$ cat src/rtl/instruction_fetch_if.sv
// Fetch-stage bus: instruction-memory req/ack channel plus the decoder-facing
// valid/ready word stream and the redirect input.
interface instruction_fetch_if;
   logic        mem_req;
   logic [31:0] mem_addr;
   logic        mem_ack;
   logic [31:0] mem_rdata;
   logic [31:0] ins;
   logic [31:0] ins_pc;
   logic        ins_valid;
   logic        ins_ready;
   logic        redirect;
   logic [31:0] redirect_pc;

   modport master (
      output mem_req, mem_addr, ins, ins_pc, ins_valid,
      input  mem_ack, mem_rdata, ins_ready, redirect, redirect_pc
   );

   modport slave (
      input  mem_req, mem_addr, ins, ins_pc, ins_valid,
      output mem_ack, mem_rdata, ins_ready, redirect, redirect_pc
   );
endinterface

$ cat src/rtl/instruction_fetch.sv
// Instruction fetch: single-outstanding word reads into a small prefetch FIFO,
// with redirect flushing both the buffer and any in-flight fetch.
module instruction_fetch #(
   parameter logic [31:0] RESET_PC = 32'h0000_0000,
   parameter int          DEPTH    = 2
) (
   input logic               clk,
   input logic               rst_n,
   instruction_fetch_if.master bus
);
   localparam int AW = (DEPTH > 1) ? $clog2(DEPTH) : 1;
   localparam int CW = AW + 1;

   typedef enum logic [1:0] {FETCH, WAIT, DISCARD} state_t;

   state_t        state;
   logic [31:0]   fetch_pc;
   logic          mem_req;
   logic [31:0]   mem_addr;
   logic [31:0]   word_mem [DEPTH];
   logic [31:0]   pc_mem   [DEPTH];
   logic [AW-1:0] wr_ptr;
   logic [AW-1:0] rd_ptr;
   logic [CW-1:0] count;
   logic          push;
   logic          pop;
   logic          flush;

   function automatic logic [31:0] align_pc(input logic [31:0] pc);
      return {pc[31:2], 2'b00};
   endfunction

   // A redirect in the ack cycle drops the returning word as stale.
   assign push  = (state == WAIT) && bus.mem_ack && !bus.redirect;
   assign pop   = (count != '0) && bus.ins_ready;
   assign flush = bus.redirect;

   assign bus.mem_req   = mem_req;
   assign bus.mem_addr  = mem_addr;
   assign bus.ins       = word_mem[rd_ptr];
   assign bus.ins_pc    = pc_mem[rd_ptr];
   assign bus.ins_valid = (count != '0);

   always_ff @(posedge clk or negedge rst_n) begin
      if (!rst_n) begin
         state    <= FETCH;
         fetch_pc <= RESET_PC;
         mem_req  <= 1'b0;
         mem_addr <= RESET_PC;
      end else begin
         unique case (state)
            FETCH: begin
               if (bus.redirect) begin
                  fetch_pc <= align_pc(bus.redirect_pc);
               end else if (count < CW'(DEPTH)) begin
                  mem_req  <= 1'b1;
                  mem_addr <= fetch_pc;
                  state    <= WAIT;
               end
            end
            WAIT: begin
               if (bus.mem_ack) begin
                  mem_req  <= 1'b0;
                  state    <= FETCH;
                  fetch_pc <= bus.redirect ? align_pc(bus.redirect_pc) : fetch_pc + 32'd4;
               end else if (bus.redirect) begin
                  // Address must stay put until the ack, so remember to drop it.
                  state    <= DISCARD;
                  fetch_pc <= align_pc(bus.redirect_pc);
               end
            end
            DISCARD: begin
               if (bus.redirect) fetch_pc <= align_pc(bus.redirect_pc);
               if (bus.mem_ack) begin
                  mem_req <= 1'b0;
                  state   <= FETCH;
               end
            end
            default: state <= FETCH;
         endcase
      end
   end

   always_ff @(posedge clk or negedge rst_n) begin
      if (!rst_n) begin
         wr_ptr <= '0;
         rd_ptr <= '0;
         count  <= '0;
      end else if (flush) begin
         wr_ptr <= '0;
         rd_ptr <= '0;
         count  <= '0;
      end else begin
         if (push) wr_ptr <= wr_ptr + AW'(1);
         if (pop)  rd_ptr <= rd_ptr + AW'(1);
         unique case ({push, pop})
            2'b10:   count <= count + CW'(1);
            2'b01:   count <= count - CW'(1);
            default: count <= count;
         endcase
      end
   end

   // Storage is reset so that ins/ins_pc read as zero out of reset.
   always_ff @(posedge clk or negedge rst_n) begin
      if (!rst_n) begin
         for (int i = 0; i < DEPTH; i++) begin
            word_mem[i] <= '0;
            pc_mem[i]   <= '0;
         end
      end else if (push) begin
         word_mem[wr_ptr] <= bus.mem_rdata;
         pc_mem[wr_ptr]   <= mem_addr;
      end
   end
endmodule

$ cat src/flat_wrapper.sv
// flat-port wrapper written by rule: the top's interface ports become plain ports
module instruction_fetch_flat 
#(
   parameter logic [31:0] RESET_PC = 32'h0000_0000,
   parameter int          DEPTH    = 2
)
  (clk, rst_n, bus_mem_req, bus_mem_addr, bus_ins, bus_ins_pc, bus_ins_valid, bus_mem_ack, bus_mem_rdata, bus_ins_ready, bus_redirect, bus_redirect_pc);
  instruction_fetch_if bus_i ();
  input logic clk;
  input logic rst_n;
  output wire logic [$bits(bus_i.mem_req)-1:0] bus_mem_req;
  output wire logic [$bits(bus_i.mem_addr)-1:0] bus_mem_addr;
  output wire logic [$bits(bus_i.ins)-1:0] bus_ins;
  output wire logic [$bits(bus_i.ins_pc)-1:0] bus_ins_pc;
  output wire logic [$bits(bus_i.ins_valid)-1:0] bus_ins_valid;
  input wire logic [$bits(bus_i.mem_ack)-1:0] bus_mem_ack;
  input wire logic [$bits(bus_i.mem_rdata)-1:0] bus_mem_rdata;
  input wire logic [$bits(bus_i.ins_ready)-1:0] bus_ins_ready;
  input wire logic [$bits(bus_i.redirect)-1:0] bus_redirect;
  input wire logic [$bits(bus_i.redirect_pc)-1:0] bus_redirect_pc;
  assign bus_mem_req = bus_i.mem_req;
  assign bus_mem_addr = bus_i.mem_addr;
  assign bus_ins = bus_i.ins;
  assign bus_ins_pc = bus_i.ins_pc;
  assign bus_ins_valid = bus_i.ins_valid;
  assign bus_i.mem_ack = bus_mem_ack;
  assign bus_i.mem_rdata = bus_mem_rdata;
  assign bus_i.ins_ready = bus_ins_ready;
  assign bus_i.redirect = bus_redirect;
  assign bus_i.redirect_pc = bus_redirect_pc;
  instruction_fetch #(.RESET_PC(RESET_PC), .DEPTH(DEPTH)) u_core (.clk(clk), .rst_n(rst_n), .bus(bus_i));
endmodule
$ cat config.mk
export PLATFORM = sky130hd
export DESIGN_NAME = instruction_fetch_flat
export DESIGN_NICKNAME = d
export VERILOG_FILES = /design/src/rtl/instruction_fetch_if.sv /design/src/rtl/instruction_fetch.sv /design/src/flat_wrapper.sv
export SDC_FILE = /design/constraint.sdc
export NUM_CORES = 1
export LEC_CHECK = 0
export ABC_AREA = 1
export BUFFER_PORTS_ARGS = -buffer_cell sky130_fd_sc_hd__buf_4
export CORE_UTILIZATION = 51
export DETAILED_ROUTE_END_ITERATION = 8
export PLACE_DENSITY = 0.87
export SYNTH_ARGS = -nofsm -noshare
export SYNTH_HDL_FRONTEND = slang
export SYNTH_SLANG_ARGS = --single-unit
$ cat constraint.sdc
create_clock -name clk -period 1.7 [get_ports clk]
set_clock_uncertainty 0.05 [all_clocks]
set_input_delay 0 -clock clk [delete_from_list [all_inputs] [get_ports clk]]
set_output_delay 0 -clock clk [all_outputs]
set_load 0.02 [all_outputs]
==> flow_summary_export.csv, run 1 <==
group,metric,value,unit
run_status,status,"complete, but fails checks",
run_status,violations,"DRC, setup timing",
global_route,first_global_vias,8558,
place,place_ws,-87.69,ps
worst_setup_path,path_cells,"inv_2 > buf_6 > ha_4 > nand2_4 > nor2_4 > buf_12 > nand2_8 > clkbuf_16 > nand2_1 > o21ai_1",
logic_synthesis,synthTopCellsByArea,"dfrtp_1 53%, nand2_1 20%, o21ai_0 5.8%",
drt,highest_layer,"met4",
floorplan,dieWidth,138.2,µm
place,gp_congestion,0.9209,
final_layout,multiInputGateArea,4056,µm²
worst_setup_path,worstPathArrival,2150,ps
global_route,antenna_found_initial,0,
timing,max_slew_margin,0.6441,
power_and_ir_drop,p_leak,6.752,nW
logic_synthesis,syn_nets,1293,
final_layout,final_common_cell,"nand2_1",
logic_synthesis,synth_area,9457,µm²
final_layout,fillers,1229,
worst_setup_path,cp_slowest_stage_delay,440,ps
clock_network,clock_latency,440,ps
clock_network,clockBufferDepth,2,
final_layout,drive_gt1_frac,0.2498,
power_and_ir_drop,p_seq_frac,0.370,
final_layout,nNetsFinal,1556,
drt,wl_per_cell,17.24,µm
logic_synthesis,ys_seq_area_frac,0.5266,
power_and_ir_drop,power.internal,12.98,mW
clock_network,cts_max_level,4,
drt,ant_nets,0,
clock_network,clkTransAtPathRegs,80,ps
timing,fin_crit,1883,ps
final_layout,syn_to_final_growth,40.42,%
worst_setup_path,required,1970,ps
timing,finalCritPeriodShare,1.108,
drt,viasPerCell,5.473,
final_layout,final_util,0.7342,
timing,finalHoldViolCount,0,
logic_synthesis,syn_inst,1219,
global_route,grt_overflow,0,
worst_hold_path,hold_class,"primary input to asynchronous set/reset pin",
timing,rsz0062_at_grt,"true",
flow_run,cap_violations,0,
timing,fmax,531.0,MHz
logic_synthesis,ys_warn_count,0,
timing,setup_violations,136,
power_and_ir_drop,netSwitchingPower,9.113,mW
final_layout,antenna_cells,0,
final_layout,final-seq-area,4981,µm²
drt,met1_length,12.09,mm
worst_setup_path,cp-end-kind,"register",
drt,drt_first_pass_iters,8,
power_and_ir_drop,peakVddDrop,0.0008182,V
worst_setup_path,path_class,"register to register",
global_route,gr-usage-all-layers,0.2749,
clock_network,cts_root_buf,"clkbuf_16",
final_layout,mostFrequentLayoutCells,"463 x nand2_1, 198 x dfrtp_1, 196 x buf_4",
logic_synthesis,avgSynthCellArea,7.758,µm²
worst_setup_path,critPathMaxFanout,12,
power_and_ir_drop,power_frac_comb,0.441,
logic_synthesis,synth_cell_type_count,35,
drt,totalWireLength,29.68,mm
drt,vias,9424,
floorplan,die_area,19090,µm²
power_and_ir_drop,pwr-share-clk,0.189,
logic_synthesis,synth-seq-cells,199,
logic_synthesis,post-synth-top-area-cell,"dfrtp_1",
drt,initialDrtViolationCount,898,
global_route,grt_max_degree,69,
timing,worst_pin_slew,533.9,ps
floorplan,fp.coreArea,18090,µm²
timing,final_max_slew_viol_count,0,
clock_network,cts.sinks,199,
worst_setup_path,worst_setup_path_start_kind,"register",
global_route,grt_pass1_wl,41.99,mm
place,dp.final_hpwl,16.64,mm
power_and_ir_drop,swShare,0.4124,
floorplan,placementRows,49,
logic_synthesis,synth_top_area_frac,0.5266,
floorplan,dieHeight,138.2,µm
floorplan,io_pins,167,
drt,wl_met3,1.922,mm
power_and_ir_drop,p_per_area,1664,nW/µm²
clock_network,numCtsBuffers,17,
worst_setup_path,cpMaxStageDelayCell,"dfrtp_1",
place,numPortBuffers,164,
floorplan,initial_core_util,0.5229,
clock_network,cts_tree,"done",
drt,drcViolationCount,28,
timing,fin_ws,-183.2,ps
drt,dr_wl_met2,14.96,mm
==> critical path, delay by kind of cell (launching register included) <==
kind / cells / cell delay [ps]
buffers and inverters: 4 / 640
AOI/OAI and AO/OA: 1 / 60
adders and majority gates: 1 / 130
and+or+nand+nor: 4 / 440
DFF: 1 / 440
==> kinds of logic after synthesis <==
| group | count (synthesis) | synth area share |
|---|---|---|
| flip-flops | 199 | 0.5266 |
| XOR/XNOR | 2 | 0.001853 |
| AND/OR/NAND/NOR | 612 | 0.2637 |
| AO/OA/AOI/OAI | 217 | 0.1203 |
| adder cells (fa/ha/maj) | 5 | 0.006616 |
| buffers and inverters | 184 | 0.08097 |
==> per-layer routing <==
metal,vias to the layer above,global-route usage
li1,4381,-
met2,461,0.4621
met1,4521,0.3579
met5,-,0
met3,61,0.05023
met4,0,0.09994
==> through the flow <==
stage	TNS [ps]	instances	power (mW)	area, µm²	hold slack (ps)
global route	-21140	1722	23.23	13280	118.7
CTS	-367.9	1688	20.79	12440	72.15
floorplan	0	1219	12.82	9457	-345.6
detailed placement	-2195	1590	16.36	11130	-20.27
global placement	-55.95	1590	16.02	11130	-25.68
finish	-12390	1722	22.10	13280	65.65
==> power groups by stage <==
stage / Combinational, mW / Sequential [mW] / Clock, mW
floorplan: 4.74 / 8.09 / 0
global placement: 8.05 / 7.97 / 0
detailed placement: 8.29 / 8.07 / 0
CTS: 8.61 / 8.01 / 4.17
global route: 10.5 / 8.37 / 4.36
finish: 9.75 / 8.17 / 4.18
==> synthesized netlist by cell type (all sizes together) <==
master,count
xor2,2
o21ai,190
o211ai,11
nor3,4
ha,5
or2,1
clkbuf,21
nor2,50
a2bb2oi,1
o31ai,1
buf,40
a21oi,11
a211oi,1
inv,122
nand2,500
nand3b,1
nand4,12
nand3,44
clkinv,1
dfrtp,199
o221ai,2
==> sequential cells by signal, indices dropped and copies added (netlist names) <==
name	count
u_core.word_mem	64
u_core.rd_ptr	1
u_core.bus.mem_req	1
u_core.wr_ptr	1
u_core.bus.mem_addr	32
u_core.fetch_pc	32
u_core.state	2
u_core.pc_mem	64
u_core.count	2
==> repair_timing <==
action | CTS | global route
pin swaps | 5 | 11
gates resized for setup | 16 | 113
gates cloned | 0 | 23
hold buffers | 65 | 0
setup buffers | 3 | 11
endpoints found under the setup margin | 133 | 209
hold endpoints to repair | 293 | 0
==> cell type report <==
| cell class | instances | share of cell area |
|---|---|---|
| repair buffers | 303 | 0.2178 |
| clock inverters | 11 | 0.01140 |
| well taps | 229 | 0.02158 |
| inverters | 123 | 0.03524 |
| multi-input cells | 838 | 0.3055 |
| flip-flops and latches | 199 | 0.3751 |
| clock buffers | 19 | 0.03336 |
==> worst paths after layout <==
check / from / to / slack (ps) / cells past startpoint
hold / removal: rst_n / u_core.word_mem[36] / 70 / 2
setup reg to reg: u_core.state[1] / u_core.word_mem[59] / -180 / 10
setup / recovery: u_core.state[1] / u_core.word_mem[59] / -180 / 10
hold reg to reg: u_core.pc_mem[29] / u_core.pc_mem[29] / 440 / 2
max in group asynchronous: rst_n / u_core.word_mem[28] / 820 / 3
min in group clk: bus_mem_ack / u_core.fetch_pc[6] / 110 / 6
(Power assumes the default switching activity.)
==> run 2, diff against run 1 <==
--- a/config.mk
+++ b/config.mk
@@ -7,9 +7,10 @@
 export LEC_CHECK = 0
 export ABC_AREA = 1
 export BUFFER_PORTS_ARGS = -buffer_cell sky130_fd_sc_hd__buf_4
-export CORE_UTILIZATION = 51
+export CORE_UTILIZATION = 53
+export CTS_BUF_LIST = sky130_fd_sc_hd__clkbuf_2 sky130_fd_sc_hd__clkbuf_4 sky130_fd_sc_hd__clkbuf_8
 export DETAILED_ROUTE_END_ITERATION = 8
-export PLACE_DENSITY = 0.87
+export PLACE_DENSITY = 0.89
 export SYNTH_ARGS = -nofsm -noshare
 export SYNTH_HDL_FRONTEND = slang
 export SYNTH_SLANG_ARGS = --single-unit
==> run 2 against run 1 <==
Compared with the run above:
- largest cell class unchanged
- the run ends with setup timing left
- non-clock buffer count down 5
- combinational power down 3.2%
- cell count down 0.58%
- routed wire length down 1.3%
- maximum frequency down 0.44%
- clock power down 23%
- clock-buffer cell count up 1
- die area down 3.7%
- sequential share of layout area up 0.79 points
==> flow_summary_export.csv, run 2 (same netlist as run 1, synthesis figures left out) <==
group,metric,value,unit
run_status,status,"complete, but fails checks",
run_status,violations,"setup timing",
place,gp_congestion,0.9251,
global_route,grt_overflow,0,
place,numPortBuffers,164,
timing,finalCritPeriodShare,1.113,
drt,ant_nets,0,
timing,fin_crit,1892,ps
power_and_ir_drop,p_leak,6.678,nW
worst_setup_path,r2r_slack,-190,ps
worst_hold_path,hold_class,"primary input to register",
power_and_ir_drop,power,20.79,mW
global_route,gr-usage-all-layers,0.2819,
floorplan,dieWidth,135.6,µm
worst_hold_path,hold-path-cell-count,4,
floorplan,placementRows,48,
power_and_ir_drop,peakVddDrop,0.0009072,V
clock_network,numCtsBuffers,17,
clock_network,cts_tree,"done",
timing,worst_pin_slew,343.5,ps
clock_network,cts_root_buf,"clkbuf_8",
final_layout,drive_gt1_frac,0.2213,
timing,fmax,528.7,MHz
timing,rsz0062_at_grt,"true",
final_layout,syn_to_final_growth,37.54,%
clock_network,cts.sinks,199,
worst_setup_path,required,2000,ps
floorplan,fp.coreArea,17360,µm²
drt,drcViolationCount,0,
worst_setup_path,worstPathArrival,2190,ps
worst_setup_path,path_class,"register to register",
timing,fin_ws,-191.6,ps
timing,setup_violations,139,
global_route,antenna_found_initial,0,
power_and_ir_drop,p_per_area,1598,nW/µm²
floorplan,dieHeight,135.6,µm
final_layout,final_cell_area,13010,µm²
clock_network,clock_latency,470,ps
worst_setup_path,worst_setup_path_start_kind,"register",
clock_network,cts_max_level,4,
final_layout,final_common_cell,"nand2_1",
flow_run,cap_violations,0,
worst_setup_path,critPathMaxFanout,12,
place,place_ws,-151.8,ps
clock_network,clockBufferDepth,2,
floorplan,io_pins,167,
timing,final_max_slew_viol_count,0,
global_route,grt_max_degree,65,
place,placed_area,11110,µm²
drt,viasPerCell,5.466,
floorplan,die_area,18380,µm²
drt,initialDrtViolationCount,808,
timing,max_slew_margin,0.7710,
drt,wl_per_cell,17.12,µm
timing,hold_ws,243.0,ps
floorplan,initial_core_util,0.5448,
final_layout,fillers,1222,
worst_setup_path,rr_worst_depth,9,
final_layout,antenna_cells,0,
final_layout,mostFrequentLayoutCells,"489 x nand2_1, 198 x dfrtp_1, 188 x buf_4",
drt,drt_first_pass_iters,7,
place,dp.final_hpwl,16.84,mm
global_route,grt_pass1_wl,40.52,mm
drt,vias,9358,
drt,totalWireLength,29.31,mm
worst_setup_path,cp-end-kind,"register",
global_route,first_global_vias,8328,
clock_network,clkTransAtPathRegs,110,ps
final_layout,nNetsFinal,1549,
timing,finalHoldViolCount,0,
final_layout,largest_registers,"u_core.pc_mem (64), u_core.word_mem (64)",
## run 2: cell count changes in the layout (fill, tap and decap cells not counted), moves of 5 or more
cell	change
nand2_1	+26
buf_6	-6
buf_4	-8
o21ai_2	-5
o21ai_0	-6
o21ai_1	+11
clkbuf_16	-13
clkbuf_8	+16
clkinvlp_4	-5
nand2_2	-25
## run 2: worst max-delay path, stage by stage (launching register included)
cell     delay, ps
dfrtp_1        430
inv_2          100
buf_4          120
ha_4           120
nand2_2         80
nor2_4         110
buf_12         140
nand2_8        150
buf_12         200
o21ai_1        270
## run 2: what timing repair did
item | 4_1_cts | 5_1_grt
buffers inserted | 1 | 10
pin swaps | 5 | 13
hold buffers | 68 | 0
gates cloned | 0 | 21
endpoints found under the hold margin | 297 | 0
gates resized for setup | 15 | 85
setup endpoints to repair | 141 | 196
## run 2: layer usage
| layer | GRT usage | wire length [µm] |
|---|---|---|
| met2 | 0.4623 | 14590 |
| met1 | 0.3753 | 11740 |
| met5 | 0 | 0 |
| met3 | 0.05649 | 2072 |
| met4 | 0.08926 | 908 |
## run 2: metrics by stage
step	util	cells	TNS (ps)
floorplan	-	1219	0
CTS	0.7062	1681	-539.1
global route	0.7494	1712	-19490
detailed placement	0.6400	1581	-1756
finish	0.7494	1712	-9447
global placement	0.6400	1581	-184.4
## run 2: area by class of cell
type                            instances  area (µm²)  share of cell area
Sequential cell                       199        4981              0.3830
Timing Repair Buffer                  298        2934              0.2256
Inverter                              123       475.5             0.03656
Clock inverter                         11       148.9             0.01145
Tap cell                              225       281.5             0.02165
Clock buffer                           20       262.8             0.02020
Multi-Input combinational cell        836        3923              0.3016
## run 2: power breakdown
group / total [mW] / switching (mW) / leakage, nW / internal, mW
clock network: 3.21 / 1.68 / 0.214 / 1.53
registers: 8.14 / 1.49 / 2.56 / 6.65
logic: 9.44 / 5.62 / 3.91 / 3.82
total: 20.8 / 8.79 / 6.68 / 12.0
## run 2: final timing paths
path | startpoint | end
max | u_core.state[1] | u_core.word_mem[14]
min | bus_redirect_pc[5] | u_core.fetch_pc[5]
max in group asynchronous | rst_n | u_core.word_mem[33]
min in group asynchronous | rst_n | u_core.bus.mem_addr[19]
min reg2reg | u_core.word_mem[4] | u_core.word_mem[4]
max reg2reg | u_core.state[1] | u_core.word_mem[14]
==> run 3, diff against run 2 <==
--- a/config.mk
+++ b/config.mk
@@ -5,12 +5,11 @@
 export SDC_FILE = /design/constraint.sdc
 export NUM_CORES = 1
 export LEC_CHECK = 0
-export ABC_AREA = 1
 export BUFFER_PORTS_ARGS = -buffer_cell sky130_fd_sc_hd__buf_4
-export CORE_UTILIZATION = 53
+export CORE_UTILIZATION = 52
 export CTS_BUF_LIST = sky130_fd_sc_hd__clkbuf_2 sky130_fd_sc_hd__clkbuf_4 sky130_fd_sc_hd__clkbuf_8
 export DETAILED_ROUTE_END_ITERATION = 8
-export PLACE_DENSITY = 0.89
+export PLACE_DENSITY = 0.88
 export SYNTH_ARGS = -nofsm -noshare
 export SYNTH_HDL_FRONTEND = slang
 export SYNTH_SLANG_ARGS = --single-unit
==> run 3 against run 2 <==
Compared with the run above:
- the flow still finishes with violations (setup timing)
- synthesized cell count shrank 43%
- routed wire length grew 30%
- sequential power grew 4.2%
- hold slack lost 230 ps
- area after synthesis shrank 3.3%
- clock-buffer cell count is the same
- clock power shrank 3%
- worst setup slack lost 580 ps
- register-to-register slack lost 580 ps
- die area shrank 1.4%
- critical path type unchanged
- highest routed layer unchanged
==> flow_summary_export.csv, run 3 <==
group,metric,value,unit
worst_setup_path,reg2reg_to,"u_core.fetch_pc[20]",
timing,final_max_slew_viol_count,0,
timing,finalHoldViolCount,0,
place,place_ws,-515.4,ps
floorplan,io_pins,167,
worst_setup_path,cpMaxStageDelayCell,"or4b_4",
drt,wl_per_cell,29.22,µm
logic_synthesis,post-synth-top-area-cell,"dfrtp_1",
floorplan,initial_core_util,0.5307,
logic_synthesis,ys.flop_type,"dfrtp_1",
drt,initialDrtViolationCount,895,
worst_setup_path,cp_top_family,"simple AND/OR/NAND/NOR gates",
worst_setup_path,worst_setup_path_start_kind,"register",
worst_setup_path,critPathMaxFanout,3,
global_route,first_global_vias,8600,
drt,dr_wl_met2,18.65,mm
drt,ant_nets,0,
logic_synthesis,synth_cell_type_count,54,
logic_synthesis,synth_area,9148,µm²
drt,drt_first_pass_iters,8,
timing,setup_violations,256,
global_route,antenna_found_initial,0,
worst_setup_path,r2r_slack,-770,ps
floorplan,fp.coreArea,17240,µm²
clock_network,numCtsBuffers,17,
worst_setup_path,rr_worst_depth,7,
drt,totalWireLength,38.11,mm
floorplan,die_area,18130,µm²
flow_run,cap_violations,0,
logic_synthesis,synthTopCellsByArea,"dfrtp_1 54%, mux2_2 28%, clkbuf_1 1.5%",
clock_network,clkTransAtPathRegs,110,ps
worst_setup_path,crit_buf_inv,1,
logic_synthesis,yosys-top-cells-count,"225 x mux2_2, 199 x dfrtp_1, 37 x clkbuf_1, 21 x nand2_1, 21 x nor2_1",
place,gp_congestion,0.9116,
global_route,grt_pass1_wl,47.62,mm
power_and_ir_drop,p_seq_frac,0.333,
final_layout,antenna_cells,0,
clock_network,cts_max_level,4,
final_layout,syn_to_final_growth,60.55,%
logic_synthesis,synth_top_area_frac,0.5444,
logic_synthesis,yosys.area_share.adder,0.006839,
worst_setup_path,required,2030,ps
logic_synthesis,avgSynthCellArea,13.07,µm²
final_layout,mostFrequentLayoutCells,"197 x dfrtp_1, 175 x buf_4, 124 x mux2_2",
timing,max_slew_margin,0.6670,
timing,finalCritPeriodShare,1.451,
clock_network,clockBufferDepth,2,
logic_synthesis,synth_top_family_by_area,"multiplexers",
power_and_ir_drop,power_frac_comb,0.545,
worst_setup_path,cp_slowest_stage_delay,540,ps
timing,fin_crit,2467,ps
logic_synthesis,synth_compound_area_frac,0.06401,
worst_setup_path,path_cells,"inv_2 > ha_4 > or4b_4 > or4_4 > o311a_1 > a21oi_2 > nand2_1",
clock_network,cts_root_buf,"clkbuf_8",
drt,vias,8455,
run_status,violations,"setup timing",
worst_hold_path,hold_class,"primary input to asynchronous set/reset pin",
drt,viasPerCell,6.484,
power_and_ir_drop,p_leak,6.847,nW
drt,highest_layer,"met4",
logic_synthesis,ys_seq_area_frac,0.5444,
clock_network,cts_tree,"done",
run_status,status,"complete, but fails checks",
power_and_ir_drop,power.internal,15.40,mW
final_layout,nNetsFinal,1140,
global_route,gr-usage-all-layers,0.3507,
power_and_ir_drop,peakVddDrop,0.001188,V
drt,met1_length,13.20,mm
floorplan,placementRows,48,
final_layout,drive_gt1_frac,0.6098,
power_and_ir_drop,p_per_area,1733,nW/µm²
logic_synthesis,synth_mux_area_frac,0.2814,
clock_network,clock_latency,490,ps
place,dp.final_hpwl,15.58,mm
logic_synthesis,synth_edf_count,0,
timing,rsz0062_at_grt,"true",
logic_synthesis,yosys.area_share.simple,0.07810,
logic_synthesis,synth_xor_area_frac,0.002872,
place,numPortBuffers,164,
logic_synthesis,synth-seq-cells,199,
final_layout,largest_registers,"u_core.pc_mem (64), u_core.word_mem (64)",
power_and_ir_drop,pwr-share-clk,0.122,
worst_setup_path,worstPathArrival,2800,ps
clock_network,cts.sinks,199,
power_and_ir_drop,netSwitchingPower,10.04,mW
logic_synthesis,syn_nets,774,
timing,fmax,405.4,MHz
drt,drcViolationCount,0,
drt,wl_met3,3.696,mm
floorplan,dieHeight,134.6,µm
logic_synthesis,synthArstFlopShare,1.000,
timing,hold_ws,13.36,ps
final_layout,final_common_cell,"dfrtp_1",
logic_synthesis,syn_inst,700,
global_route,grt_max_degree,56,
worst_setup_path,path_class,"register to register",
worst_setup_path,r2r-start,"u_core.state[0]",
power_and_ir_drop,swShare,0.3946,
final_layout,final_util,0.8521,
logic_synthesis,ys_warn_count,0,
timing,worst_pin_slew,499.4,ps
global_route,grt_overflow,0,
floorplan,dieWidth,134.6,µm
worst_setup_path,cp-end-kind,"register",
timing,fin_ws,-766.8,ps
logic_synthesis,synth_most_common_cell,"mux2_2",
-- run 3: cell type report --
cell class                      instances  area (µm²)
Sequential cell                       199        4982
Multi-Input combinational cell        449        4775
Timing Repair Buffer                  390        4229
Fill cell                             708        2550
Tap cell                              225       281.5
Clock buffer                           20       275.3
Clock inverter                         12       107.6
Inverter                                9       36.28
-- run 3: power groups by stage --
| stage | clock [mW] | sequential (mW) | combinational [mW] |
|---|---|---|---|
| 6_report | 3.10 | 8.48 | 13.9 |
| 5_1_grt | 3.28 | 8.55 | 14.3 |
| 4_1_cts | 3.00 | 7.98 | 11.4 |
| 3_5_place_dp | 0 | 8.03 | 9.61 |
| 3_3_place_gp | 0 | 7.89 | 9.34 |
| 2_1_floorplan | 0 | 8.15 | 5.43 |
-- run 3: kinds of logic (layout without fill, tap and decap cells) --
family,after synthesis,count (layout)
AO/OA/AOI/OAI,86,86
buffers and inverters,52,431
AND/OR/NAND/NOR,126,126
XOR/XNOR,3,3
adder cells (fa/ha/maj),5,5
flip-flops,199,199
multiplexers,229,229
-- run 3: worst max path at each step --
stage | start | endpoint | slack, ps | cells past startpoint
finish | u_core.state[0] | u_core.fetch_pc[20] | -770 | 7
global route | u_core.state[0] | u_core.fetch_pc[20] | -890 | 7
CTS | u_core.state[1] | u_core.fetch_pc[20] | -510 | 7
detailed placement | u_core.state[1] | u_core.fetch_pc[20] | -520 | 7
global placement | u_core.state[1] | u_core.fetch_pc[20] | -500 | 6
floorplan | u_core.state[0] | u_core.fetch_pc[20] | -480 | 7
-- run 3: routing by layer --
| layer | global-route usage | vias to the layer above |
|---|---|---|
| met2 | 0.5997 | 682 |
| met5 | 0 | - |
| met3 | 0.07245 | 257 |
| met4 | 0.1792 | 0 |
| met1 | 0.4190 | 4187 |
| li1 | - | 3329 |
-- run 3: through the flow --
step | instance area [µm²] | power, mW | TNS, ps | std cells
2_1_floorplan | 9392 | 13.59 | -20340 | 700
3_3_place_gp | 11480 | 17.22 | -35850 | 1140
3_5_place_dp | 11480 | 17.65 | -40760 | 1140
4_1_cts | 13850 | 22.43 | -46800 | 1289
5_1_grt | 14690 | 26.14 | -78220 | 1304
6_report | 14690 | 25.45 | -72730 | 1304
-- run 3: repair_timing --
| action | CTS | global route |
|---|---|---|
| setup buffers | 37 | 20 |
| gates cloned | 17 | 7 |
| pin swaps | 28 | 26 |
| endpoints found under the hold margin | 298 | 0 |
| hold buffers | 66 | 0 |
| setup endpoints to repair | 250 | 260 |
| gates resized for setup | 152 | 162 |
